### src/rtl/mem_dbus_ctrl.sv
// MEM-stage data-bus controller: issues one SRAM-like bus transaction per load/store,
// stalls the pipeline until it completes, and drains transactions orphaned by a flush.
module mem_dbus_ctrl (
  input  logic        clk,
  input  logic        rst,
  input  logic        mem_ls_ena,
  input  logic [3:0]  mem_ls_sel,
  input  logic [31:0] mem_ls_addr,
  input  logic [31:0] mem_rt_data,
  input  logic        mem_has_exception,
  input  logic        exception_flush,
  input  logic        stall,
  output logic        data_req,
  output logic        data_wr,
  output logic [1:0]  data_size,
  output logic [31:0] data_addr,
  output logic [31:0] data_wdata,
  input  logic        data_addr_ok,
  input  logic        data_data_ok,
  input  logic [31:0] data_rdata,
  output logic [31:0] mem_load_data,
  output logic        mem_stall_req
);

  typedef enum logic [2:0] {S_IDLE, S_REQ, S_WAIT, S_DONE, S_DRAIN} state_e;

  state_e      state_q, state_d;
  logic [31:0] load_q, load_d;
  logic        start, is_store, req, stall_req;
  logic [1:0]  size;
  logic [7:0]  rd_byte;
  logic [15:0] rd_half;
  logic [31:0] rd_ext, wdata;

  assign start    = mem_ls_ena & ~mem_has_exception & ~exception_flush;
  assign is_store = mem_ls_sel[3];
  // Reserved size encoding falls back to a full word.
  assign size     = (mem_ls_sel[1:0] == 2'b11) ? 2'b10 : mem_ls_sel[1:0];
  assign rd_byte  = data_rdata[{mem_ls_addr[1:0], 3'b000} +: 8];
  assign rd_half  = data_rdata[{mem_ls_addr[1], 4'b0000} +: 16];

  always_comb begin
    wdata  = mem_rt_data;
    rd_ext = data_rdata;
    case (size)
      2'b00: begin
        wdata  = {4{mem_rt_data[7:0]}};
        rd_ext = {{24{~mem_ls_sel[2] & rd_byte[7]}}, rd_byte};
      end
      2'b01: begin
        wdata  = {2{mem_rt_data[15:0]}};
        rd_ext = {{16{~mem_ls_sel[2] & rd_half[15]}}, rd_half};
      end
      default: ;
    endcase
  end

  always_comb begin
    state_d   = state_q;
    load_d    = load_q;
    req       = 1'b0;
    stall_req = 1'b0;
    case (state_q)
      S_IDLE: begin
        req       = start;
        stall_req = start;
        if (start) state_d = data_addr_ok ? S_WAIT : S_REQ;
      end
      S_REQ: begin
        req       = 1'b1;
        stall_req = 1'b1;
        if (data_addr_ok)         state_d = exception_flush ? S_DRAIN : S_WAIT;
        else if (exception_flush) state_d = S_IDLE;
      end
      S_WAIT: begin
        stall_req = 1'b1;
        if (data_data_ok) begin
          state_d = exception_flush ? S_IDLE : S_DONE;
          if (!exception_flush && !is_store) load_d = rd_ext;
        end else if (exception_flush) begin
          state_d = S_DRAIN;
        end
      end
      S_DONE: begin
        if (!stall || exception_flush) state_d = S_IDLE;
      end
      S_DRAIN: begin
        // Hold a following memory instruction until the stale response is gone.
        stall_req = mem_ls_ena & ~mem_has_exception;
        if (data_data_ok) state_d = S_IDLE;
      end
      default: state_d = S_IDLE;
    endcase
  end

  always_ff @(posedge clk) begin
    if (!rst) begin
      state_q <= S_IDLE;
      load_q  <= 32'h0;
    end else begin
      state_q <= state_d;
      load_q  <= load_d;
    end
  end

  assign data_req      = req;
  assign data_wr       = req & is_store;
  assign data_size     = req ? size : 2'b00;
  assign data_addr     = req ? mem_ls_addr : 32'h0;
  assign data_wdata    = req ? wdata : 32'h0;
  assign mem_load_data = load_q;
  assign mem_stall_req = stall_req;

endmodule

### config.mk
export PLATFORM = sky130hd
export DESIGN_NAME = mem_dbus_ctrl
export DESIGN_NICKNAME = d
export VERILOG_FILES = /design/src/rtl/mem_dbus_ctrl.sv
export SDC_FILE = /design/constraint.sdc
export NUM_CORES = 1
export LEC_CHECK = 0
export BUFFER_PORTS_ARGS = -buffer_cell sky130_fd_sc_hd__buf_2
export CELL_PAD_IN_SITES_DETAIL_PLACEMENT = 1
export CELL_PAD_IN_SITES_GLOBAL_PLACEMENT = 2
export CORE_MARGIN = 1
export CORE_UTILIZATION = 20
export CTS_CLUSTER_SIZE = 20
export DETAILED_ROUTE_END_ITERATION = 16
export GPL_TIMING_DRIVEN = 1
export PLACE_DENSITY_LB_ADDON = 0.1
export SLEW_MARGIN = 30
export SYNTH_ARGS = -nofsm -noshare
export SYNTH_HDL_FRONTEND = slang
export SYNTH_SLANG_ARGS = --single-unit
### constraint.sdc
create_clock -name clk -period 3.1 [get_ports clk]
set_input_delay 0.62 -clock clk [delete_from_list [all_inputs] [get_ports clk]]
set_output_delay 0.62 -clock clk [all_outputs]
set_load 0.02 [all_outputs]
==> results of run 1 <==
-- critical path, delay by kind of cell --
family	cells	cell delay, ns
AO/OA/AOI/OAI	1	0.06
buffers and inverters	4	0.62
AND/OR/NAND/NOR	3	0.56
-- worst min-delay path by stage --
stage                             end  slack (ns)              start
global placement     mem_load_data[9]        0.44   mem_load_data[9]
finish               mem_load_data[8]        0.45   mem_load_data[8]
detailed placement  mem_load_data[13]        0.45  mem_load_data[13]
global route        mem_load_data[13]        0.48  mem_load_data[13]
floorplan           mem_load_data[10]        0.53  mem_load_data[10]
CTS                  mem_load_data[8]        0.46   mem_load_data[8]
-- cells in the mapped netlist, types with 2 or more instances --
library cell   n  area (um^2)
nand2_1       54        202.7
a21oi_1       47        235.2
and2_1        44        275.3
dfxtp_1       35        700.7
o21ai_0       33        165.2
nor2_1        31        116.4
clkbuf_1      22        82.58
mux2i_1       18        180.2
inv_1         11        41.29
o22ai_1        8        50.05
a222oi_1       7        70.07
a221o_2        6        67.56
nor2b_1        5        31.28
buf_2          4        20.02
a221oi_1       3        26.28
buf_1          3        11.26
buf_6          3        33.78
a21o_1         2        15.01
a22o_1         2        17.52
a32o_1         2        20.02
nand2b_1       2        12.51
nand3b_1       2        15.01
nor3b_1        2        15.01
or2_2          2        12.51
-- metrics by stage --
stage	cells	util, %
4_1_cts	726	30.93
3_3_place_gp	719	29.64
3_5_place_dp	719	29.64
6_report	726	30.93
2_1_floorplan	365	-
5_1_grt	726	30.93
-- routing by layer --
layer | GRT usage [%] | wire (um) | up-vias
met1 | 20.87 | 4988 | 1519
met5 | 0 | 0 | -
met3 | 3.996 | 860 | 6
met2 | 30.71 | 5969 | 138
met4 | 3.333 | 90 | 0
li1 | - | - | 1644
-- cells in the final DEF (no fill, tap or decap), drive strengths merged --
cell type	count
o31ai	1
and2	44
nand3	1
nor2b	5
inv	11
a32o	2
mux2i	18
clkbuf	5
buf	216
or4	1
mux2	1
nand3b	3
nor2	31
o2bb2ai	1
clkinvlp	1
nand2	54
a21o	2
a221oi	3
o22ai	8
and3	1
o21ai	34
dfxtp	35
xnor2	1
nand2b	2
a222oi	7
bufinv	1
nor3b	2
mux4	1
nor4	1
a221o	7
or2	2
a22o	2
a21oi	48
a211o	1
a31oi	1
-- cell families after synthesis --
family,after synthesis,share of synthesized area [%]
AOI/OAI and AO/OA,117,28.40
xor gates and xnor gates,1,0.3364
buffers and inverters,45,8.121
DFF,35,26.91
muxes,20,8.217
and+or+nand+nor,147,28.01
-- flip-flops by register name (all words and copies together), names as in the netlist --
signal and count:
state_q 3, mem_load_data 32
-- power by group through the flow --
| stage | Combinational (mW) | Clock (mW) | Sequential [mW] |
|---|---|---|---|
| 2_1_floorplan | 0.807 | 0 | 0.533 |
| 3_3_place_gp | 1.24 | 0 | 0.545 |
| 3_5_place_dp | 1.24 | 0 | 0.544 |
| 4_1_cts | 1.24 | 0.586 | 0.536 |
| 5_1_grt | 1.34 | 0.598 | 0.543 |
| 6_report | 1.22 | 0.566 | 0.536 |
-- layout make-up --
type,instances,area (um^2)
timing repair buffer,216,1101
tap,172,215.2
clock buffer,5,125.1
clock inverter,2,37.54
multi-input combinational,285,1698
inverter,11,41.29
fill,1639,8752
sequential,35,700.7
==> impl_results.md, run 1 <==
- Syn nets: between 400 and 500
- Leakage power: around 2.1 nW
- Largest net degree at the start of global routing: 43
- Post-synthesis average cell area: 7.134 um^2
- Sequential share of power: 23.1%
- Antenna violations before repair: 0
- Initial DRC Count: about 150
- Root Buffer: clkbuf_16
- Final setup violation count: 0
- Ant diodes: 0
- Via count: roughly 3300
- Total CTS buffers: 5
- Status: complete, no violations
- Final ANT Viol Nets: 0
- Initial core utilization: about a fifth
- Row count: 41
- Max VDD drop: between 0.15 and 0.2 mV
- Top fanout value on the critical path: 42
- TritonRoute pass-1 iters: 4
- FFs w/ async S/R, synth: 0%
- Cell Chain, Critical Path: buf_2, nor2b_1, and2_1, o21ai_2, inv_1, buf_4, and2_1, buf_2
- Seq/Total Area, Yosys: about 27%
- Synth Register Bits: 35
- Final #Nets: 662
- Pwr/cell area: around 590 mW/mm^2
- Via count of the first global-routing pass: 3251
- Core area: between 0.01 and 0.015 mm^2
- Hold Buf Count CTS: 0
- Die Span Y: 116.1 um
- Global-route wire length before repair: 17690 um
- Cells after Synth: 365
- Final WL: 11910 um
- Crit start category: input port
- CTS clk-pin slew, worst paths: 0.05 ns
- Worst Max-Slew Pin Slew: around 0.57 ns
- YS warnings: 0
- CTS Sinks: 35
- R2r endpoint: mem_load_data[13]
- Max stage delay on crit path: around 0.3 ns
- Detailed placement HPWL: 9411 um
- Via/cell ratio: roughly 4.6
- Required @ worst endpoint: approximately 2.5 ns
- Hold_ws: about 0.45 ns
- Clk pwr share: about a quarter
- CP endpoint: data_addr[27]
- Routability cong.: ~0.78
- Slew margin rel.: 62.30%
- Comb pwr share: a little over half
- Worst Reg-to-Reg Cells: 4
- Tmin final: 2.490 ns
- H-tree Lvls: 2
- Worst Hold Class: flip-flop to flip-flop
- Post-Synthesis Cell Area: ~0.0026 mm^2
- CP Launch Point: mem_has_exception
- Worst-Skew Late Latency: between 0.2 and 0.3 ns
- Critical path type: input port to output pin
- Setup WS pre-CTS: 0.5867 ns
- DP Area: 0.003756 mm^2
- # DRC: 0
- P_int: 1.304 mW
- WL/cell: about 16 um
- CP endpoint kind: output pin
- # resized after CTS: 0
- Total grt overflow: 0
- Final Skew: approximately 0.0057 ns
- PortBufs: ~210
- Post-CTS setup buffer count: 0
- Total GRT Usage: roughly 17%
- F_max: around 400 MHz
- Top FF cell, synth: dfxtp_1
- Pins Over Slew Limit: 0
- Worst path arrival time: 1.87 ns
- Ratio of cells with drive above 1 in the final layout: a little over two fifths
- Net Sw Frac: a little over two fifths
- Hold path cells: 2
- Slowest cell on the critical path: buf_4
- Area grow syn2layout: 50.50%
- Clock Path Buffers: 2
- Final period util: roughly 80%
- Max-capacitance violation count: 0
- # IOs: about 210
- Overall Power: 2.325 mW
- Final-report hold violation count: 0
- RSZ-0062 raised after global routing: false
- Sum of negative setup slack: 0 ns
- Net Sw Power: 1.021 mW
- EDFF count, synth: 0
- Die W: ~120 um
- Final instance area: around 0.0039 mm^2
- Reg2reg start: state_q[1]
- Setup ws final: between 0.6 and 0.7 ns
- TritonCTS clock tree: yes
- Full die area: approximately 0.013 mm^2
- Yosys cell types: slightly above 40
- R2R setup slack: around 1.2 ns
Power figures use the tool's default switching activity.
==> run 2: changes to the inputs <==
--- a/config.mk
+++ b/config.mk
@@ -5,11 +5,12 @@
 export SDC_FILE = /design/constraint.sdc
 export NUM_CORES = 1
 export LEC_CHECK = 0
+export ABC_AREA = 1
 export BUFFER_PORTS_ARGS = -buffer_cell sky130_fd_sc_hd__buf_2
 export CELL_PAD_IN_SITES_DETAIL_PLACEMENT = 1
 export CELL_PAD_IN_SITES_GLOBAL_PLACEMENT = 2
 export CORE_MARGIN = 1
-export CORE_UTILIZATION = 20
+export CORE_UTILIZATION = 18
 export CTS_CLUSTER_SIZE = 20
 export DETAILED_ROUTE_END_ITERATION = 16
 export GPL_TIMING_DRIVEN = 1
==> constraint.sdc (replaced) <==
create_clock -name clk -period 2.31 [get_ports clk]
set_input_delay 0.462 -clock clk [delete_from_list [all_inputs] [get_ports clk]]
set_output_delay 0.462 -clock clk [all_outputs]
set_load 0.02 [all_outputs]
==> impl_results.md, run 2 <==
- Status: complete, no violations
- Ratio of cells with drive above 1 in the final layout: 39.48% (-3.7 points)
- Total CTS buffers: 5 (unchanged)
- Die W: 126.7 um (+9.1%)
- Crit start category: flip-flop
- TritonCTS clock tree: yes
- F_max: ~460 MHz
- Initial core utilization: 18.40% (-2.1 points)
- Cells after Synth: 484 (+33%)
- Worst Hold Class: input port to flip-flop
- EDFF count, synth: 0 (unchanged)
- WP buf/inv: 5 (+1)
- Global-route wire length before repair: 20640 um (+17%)
- Post-synth top cells: nor2_1 (119), nand2_1 (75), inv_1 (61)
- Final WL: 13410 um (+13%)
- Final #Nets: 796 (+20%)
- Row count: 45 (+9.8%)
- Post-synth top area cell: dfxtp_1
- Total grt overflow: 0 (unchanged)
- Pins Over Slew Limit: 0 (unchanged)
- Finished Layout Cells: 877 (+21%)
- Hold Buf Count CTS: 0 (unchanged)
- CTS clk-pin slew, worst paths: 0.06 ns (about the same)
- Worst-Skew Late Latency: 0.28 ns (about the same)
- Via/cell ratio: 4.348 (-4.6%)
- Initial DRC Count: 82 (-44%)
- Antenna violations before repair: 0 (unchanged)
- Required @ worst endpoint: 1.85 ns (-0.63 ns)
- Final ANT Viol Nets: 0 (unchanged)
- Adder-Cell Fraction of Synth Area: 0% (unchanged)
- Slew margin rel.: 70.87% (+8.6 points)
- Synth top area share: 25.04% (-1.9 points)
- Cell Chain, Critical Path: inv_2, nor3_4, inv_2, nand2_4, inv_8, buf_16, nor2_1, buf_2
- Slowest cell on the critical path: dfxtp_4
- Final period util: a little over nine tenths
- Most common cell after layout, fill and taps aside: buf_2
- YS warnings: 0 (unchanged)
- Post-Synthesis Cell Area: 0.002798 mm^2 (+7.4%)
- Critical path's top delay family: buffers and inverters
- Most used cell, CP: inv_2
- Seq/Total Area, Yosys: 25.04% (-1.9 points)
- Final-report hold violation count: 0 (unchanged)
- Synth area leaders: dfxtp_1 (25%), nor2_1 (16%), nand2_1 (10%), inv_1 (8.2%), a21oi_1 (7.7%)
- Root Buffer: clkbuf_16
- Tmin final: 2.191 ns
- Synth Area in XOR/XNOR: 0% (-0.34 points)
- Pwr/cell area: 890.4 mW/mm^2 (+50%)
- # DRC: 0 (unchanged)
- Top FF cell, synth: dfxtp_1
- Simple-gate area share of the yosys netlist: 41.99% (+14 points)
- Top fanout value on the critical path: 33 (-21%)
- Max-capacitance violation count: 0 (unchanged)
- Final setup violation count: 0 (unchanged)
- Critical path type: flip-flop to output pin
- Via count of the first global-routing pass: 3875 (+19%)
- Largest net degree at the start of global routing: 34 (-21%)
- Full die area: 0.01605 mm^2 (+19%)
- CP endpoint kind: output pin
- Worst path arrival time: 1.73 ns (-0.14 ns)
- Worst Max-Slew Pin Slew: 0.4365 ns (-0.1290 ns)
- Max VDD drop: 0.3409 mV (+79%)
- Final Skew: 0.005649 ns (-0.00007102 ns)
- Routability cong.: 0.7862 (+0.29%)
- Synth Area in Compound Gates: 16.82% (-12 points)
- Mux contribution to synthesized area: 0% (-8.2 points)
- Clock Path Buffers: 2 (unchanged)
- Yosys cell types: 29 (-29%)
- Max reg flops: 32 (unchanged)
- Max stage delay on crit path: 0.38 ns (+0.08 ns)
- Top-count cell post-synth: nor2_1
- H-tree Lvls: 2 (unchanged)
- Ant diodes: 0 (unchanged)
- Detailed placement HPWL: 11040 um (+17%)
- TritonRoute pass-1 iters: 4 (unchanged)
- # IOs: 209 (unchanged)
- Syn nets: 592 (+25%)
- Area grow syn2layout: 52.42%
- Via count: 3813 (+15%)
- CTS Sinks: 35 (unchanged)
- Die Span Y: 126.7 um (+9.1%)
- FFs w/ async S/R, synth: 0% (unchanged)
- RSZ-0062 raised after global routing: false
- PortBufs: 208 (unchanged)
- Sum of negative setup slack: 0 ns (unchanged)
- Total GRT Usage: 16.55% (-0.58 points)
- Most frequent cells in the layout: buf_2 (200), nor2_1 (116), nand2_1 (75)
- Core area: 0.01520 mm^2 (+20%)
- Post-synthesis average cell area: 5.780 um^2 (-19%)
- WL/cell: 15.29 um (-6.8%)
- Leakage power: 2.465 nW (+18%)
- Hold_ws: 0.4708 ns (+0.01683 ns)
- Fin util: 28.05% (-2.9 points)
- Synth Register Bits: 35 (unchanged)
- Cells after DPL: 867 (+21%)
- Largest family of logic cells by synthesized area: simple AND/OR/NAND/NOR gates
-- run 2: cell types whose count changed in the layout (fill, tap and decap cells not counted), sizes merged, moves of 15 or more --
cell and change:
inv +57, nand2 +25, nor2 +104, nand3 +15, and2 -37, mux2i -18
-- run 2: final timing paths --
check                   startpoint                 to  slack, ns  cells past startpoint
hold reg to reg   mem_load_data[6]   mem_load_data[6]       0.52                      2
setup reg to reg        state_q[0]  mem_load_data[19]       0.70                      8
hold / removal                 rst         state_q[2]       0.47                      3
setup / recovery        state_q[0]      data_addr[26]       0.12                      8
-- run 2: report_power, final --
group	internal [mW]	switching [mW]	total, mW
combinational	0.732	1.44	2.17
sequential	0.671	0.0659	0.737
clock	0.619	0.266	0.885
-- run 2: per-stage QoR --
stage               cell area, um^2  power, mW  setup WS, ns
detailed placement             3995      2.836       0.03147
floorplan                      2798      2.155        0.1459
CTS                            4220      3.788       0.01814
global placement               3995      2.823       0.07785
finish                         4264      3.797        0.1192
global route                   4264      4.071     0.0003373
-- run 2: per-layer routing --
| metal | up-vias | track usage (%) | share of wire, % |
|---|---|---|---|
| met2 | 138 | 31.13 | 50 |
| met4 | 0 | 3.361 | 0.75 |
| met3 | 5 | 3.163 | 6.1 |
| met1 | 1741 | 19.38 | 43 |
| li1 | 1929 | - | - |
| met5 | - | 0 | 0 |
-- run 2: kinds of logic (layout without fill, tap and decap cells) --
family / count (synthesis) / in the layout
simple gates: 262 / 263
buf+inv: 95 / 299
compound gates: 92 / 92
flops: 35 / 35
-- run 2: cell type report --
class / instances / area, um^2
clock buffers: 6 / 128.9
repair buffers: 222 / 1186
fillers: 2006 / 10940
inverters: 69 / 270.3
clock inverters: 2 / 60.06
flip-flops and latches: 35 / 709.4
multi-input cells: 355 / 1674
well taps: 188 / 235.2
-- run 2: worst min-delay path, delay by kind of cell --
kind                   cells  cell delay (ns)
buffers and inverters      1             0.15
AND/OR/NAND/NOR            2             0.11
-- run 2: what timing repair did --
item,4_1_cts,5_1_grt
pin swaps,2,5
setup buffers,1,0
setup endpoints to repair,40,49
gates resized for setup,8,17
gates cloned,1,0
==> run 3: changes to the inputs <==
==> constraint.sdc (replaced) <==
create_clock -name clk -period 2.31 [get_ports clk]
set_input_delay 0.462 -clock clk [delete_from_list [all_inputs] [get_ports clk]]
set_output_delay 0.462 -clock clk [all_outputs]
set_load 0.01 [all_outputs]
==> impl_results.md, run 3 (synthesis gave the netlist of run 2 again) <==
- Worst Hold Class: input port to flip-flop
- TritonRoute pass-1 iters: 4 (unchanged)
- Core area: 0.01520 mm^2 (unchanged)
- Via/cell ratio: 4.359 (+0.25%)
- R2r endpoint: mem_load_data[20]
- Total CTS buffers: 5 (unchanged)
- CTS clk-pin slew, worst paths: 0.06 ns (about the same)
- Initial DRC Count: 100 (+22%)
- Antenna violations before repair: 1 (+1)
- # IOs: 209 (unchanged)
- Total grt overflow: 0 (unchanged)
- Final WL: 13730 um (+2.4%)
- Critical path type: flip-flop to output pin
- Most common cell after layout, fill and taps aside: buf_2
- R2R setup slack: 0.69 ns (about the same)
- Reg2reg start: state_q[2]
- CP endpoint kind: output pin
- Max VDD drop: 0.2601 mV (-24%)
- Die W: 126.7 um (unchanged)
- Max-capacitance violation count: 0 (unchanged)
- TritonCTS clock tree: yes
- Final instance area: 0.004208 mm^2 (-1.3%)
- H-tree Lvls: 2 (unchanged)
- CTS Sinks: 35 (unchanged)
- Cells after DPL: 865 (-0.23%)
- Initial core utilization: 18.40% (unchanged)
- Worst-Skew Late Latency: 0.29 ns (about the same)
- Worst Reg-to-Reg Cells: 8 (unchanged)
- Required @ worst endpoint: 1.85 ns (about the same)
- Clock Path Buffers: 2 (unchanged)
- Tmin final: 2.199 ns (+0.008221 ns)
- PortBufs: 208 (unchanged)
- Top fanout value on the critical path: 33 (unchanged)
- Slew margin rel.: 72.22% (+1.4 points)
- # DRC: 0 (unchanged)
- Hold path cells: 3 (unchanged)
- Final ANT Viol Nets: 0 (unchanged)
- RSZ-0062 raised after global routing: true
- Final #Nets: 799 (+0.38%)
- Root Buffer: clkbuf_16
- Worst Max-Slew Pin Slew: 0.4162 ns (-0.02033 ns)
- Via count: 3840 (+0.71%)
- Total GRT Usage: 16.59% (+0.045 points)
- Global-route wire length before repair: 20550 um (-0.43%)
- Row count: 45 (unchanged)
- Hold Path Sink: state_q[0]
- F_max: 454.7 MHz (-0.37%)
- Final Skew: 0.008300 ns (+0.002651 ns)
- Largest net degree at the start of global routing: 34 (unchanged)
- Final-report hold violation count: 0 (unchanged)
- Leakage power: 2.456 nW (-0.38%)
- Routability cong.: 0.7855 (about the same)
- Finished Layout Cells: 881 (+0.46%)
- Final period util: 95.20% (+0.36 points)
- Full die area: 0.01605 mm^2 (unchanged)
- Final setup violation count: 0 (unchanged)
- Detailed placement HPWL: 11120 um (+0.73%)
- Area grow syn2layout: 50.40%
- Max reg flops: 32 (unchanged)
- DP Area: 0.003980 mm^2 (-0.38%)
- Worst path arrival time: 1.74 ns (about the same)
- Ratio of cells with drive above 1 in the final layout: 39.45% (about the same)
- Pwr/cell area: 788.9 mW/mm^2 (-11%)
- WL/cell: 15.58 um (+1.9%)
- Crit start category: flip-flop
- Pins Over Slew Limit: 0 (unchanged)
- Status: complete, no violations
- Via count of the first global-routing pass: 3735 (-3.6%)
- Min-delay src: rst
- Die Span Y: 126.7 um (unchanged)
- Most frequent cells in the layout: buf_2 (208), nor2_1 (118), nand2_1 (75)
run 3: cell count changes in the layout (fill, tap and decap cells not counted), moves of 2 or more:
cell	before	now
buf_2	200	208
buf_4	21	15
bufinv_16	2	0
nor2_1	116	118
nor2_4	7	5
run 3: stage by stage:
step	worst slack, ns	utilization [%]	hold slack, ns	setup TNS [ns]	power, mW
CTS	0.009716	27.20	0.4796	0	3.262
global placement	0.1074	26.18	0.4933	0	2.522
detailed placement	0.08741	26.18	0.5010	0	2.541
finish	0.1110	27.68	0.4790	0	3.319
global route	-0.01128	27.68	0.4967	-0.01670	3.587
floorplan	0.4161	-	0.5366	0	1.852
run 3: cell type report:
type | count | area, um^2
diodes | 1 | 2.502
well taps | 188 | 235.2
clock inverters | 2 | 12.51
clock buffers | 6 | 128.9
multi-input cells | 356 | 1665
fillers | 2046 | 10990
repair buffers | 224 | 1181
inverters | 69 | 270.3
flip-flops and latches | 35 | 711.9
run 3: what timing repair did:
| item | CTS | global route |
|---|---|---|
| hold buffers | 0 | 0 |
| endpoints found under the setup margin | 41 | 13 |
| buffers inserted | 0 | 5 |
| hold endpoints to repair | 0 | 0 |
| gates cloned | 0 | 2 |
| pin swaps | 0 | 3 |
| gates resized for setup | 6 | 7 |
run 3: how the worst max path moves through the flow:
stage                      start        endpoint  slack (ns)  cells past startpoint
6_report              state_q[2]   mem_stall_req        0.11                      9
5_1_grt               state_q[2]   mem_stall_req       -0.01                      9
4_1_cts               state_q[2]   mem_stall_req        0.01                      9
3_5_place_dp   mem_has_exception    data_size[0]        0.09                     10
3_3_place_gp   mem_has_exception    data_size[0]        0.11                     10
2_1_floorplan  mem_has_exception  data_wdata[22]        0.42                     10
run 3: per-layer routing:
metal	wire length [um]	GRT usage (%)
met4	144	3.641
met2	6876	31.07
met3	843	3.163
met5	0	0
met1	5864	19.46
run 3: power breakdown:
group | total, mW | internal (mW) | switching, mW
Sequential | 0.750 | 0.674 | 0.0760
Clock | 0.676 | 0.399 | 0.277
Combinational | 1.89 | 0.737 | 1.16
run 3: critical path: stages, from the launching register on:
cell	delay (ns)
dfxtp_4	0.41
inv_2	0.07
nand2_2	0.10
inv_4	0.05
nand2_2	0.09
nand2_4	0.10
inv_8	0.14
buf_16	0.20
nand3_1	0.11
buf_2	0.16
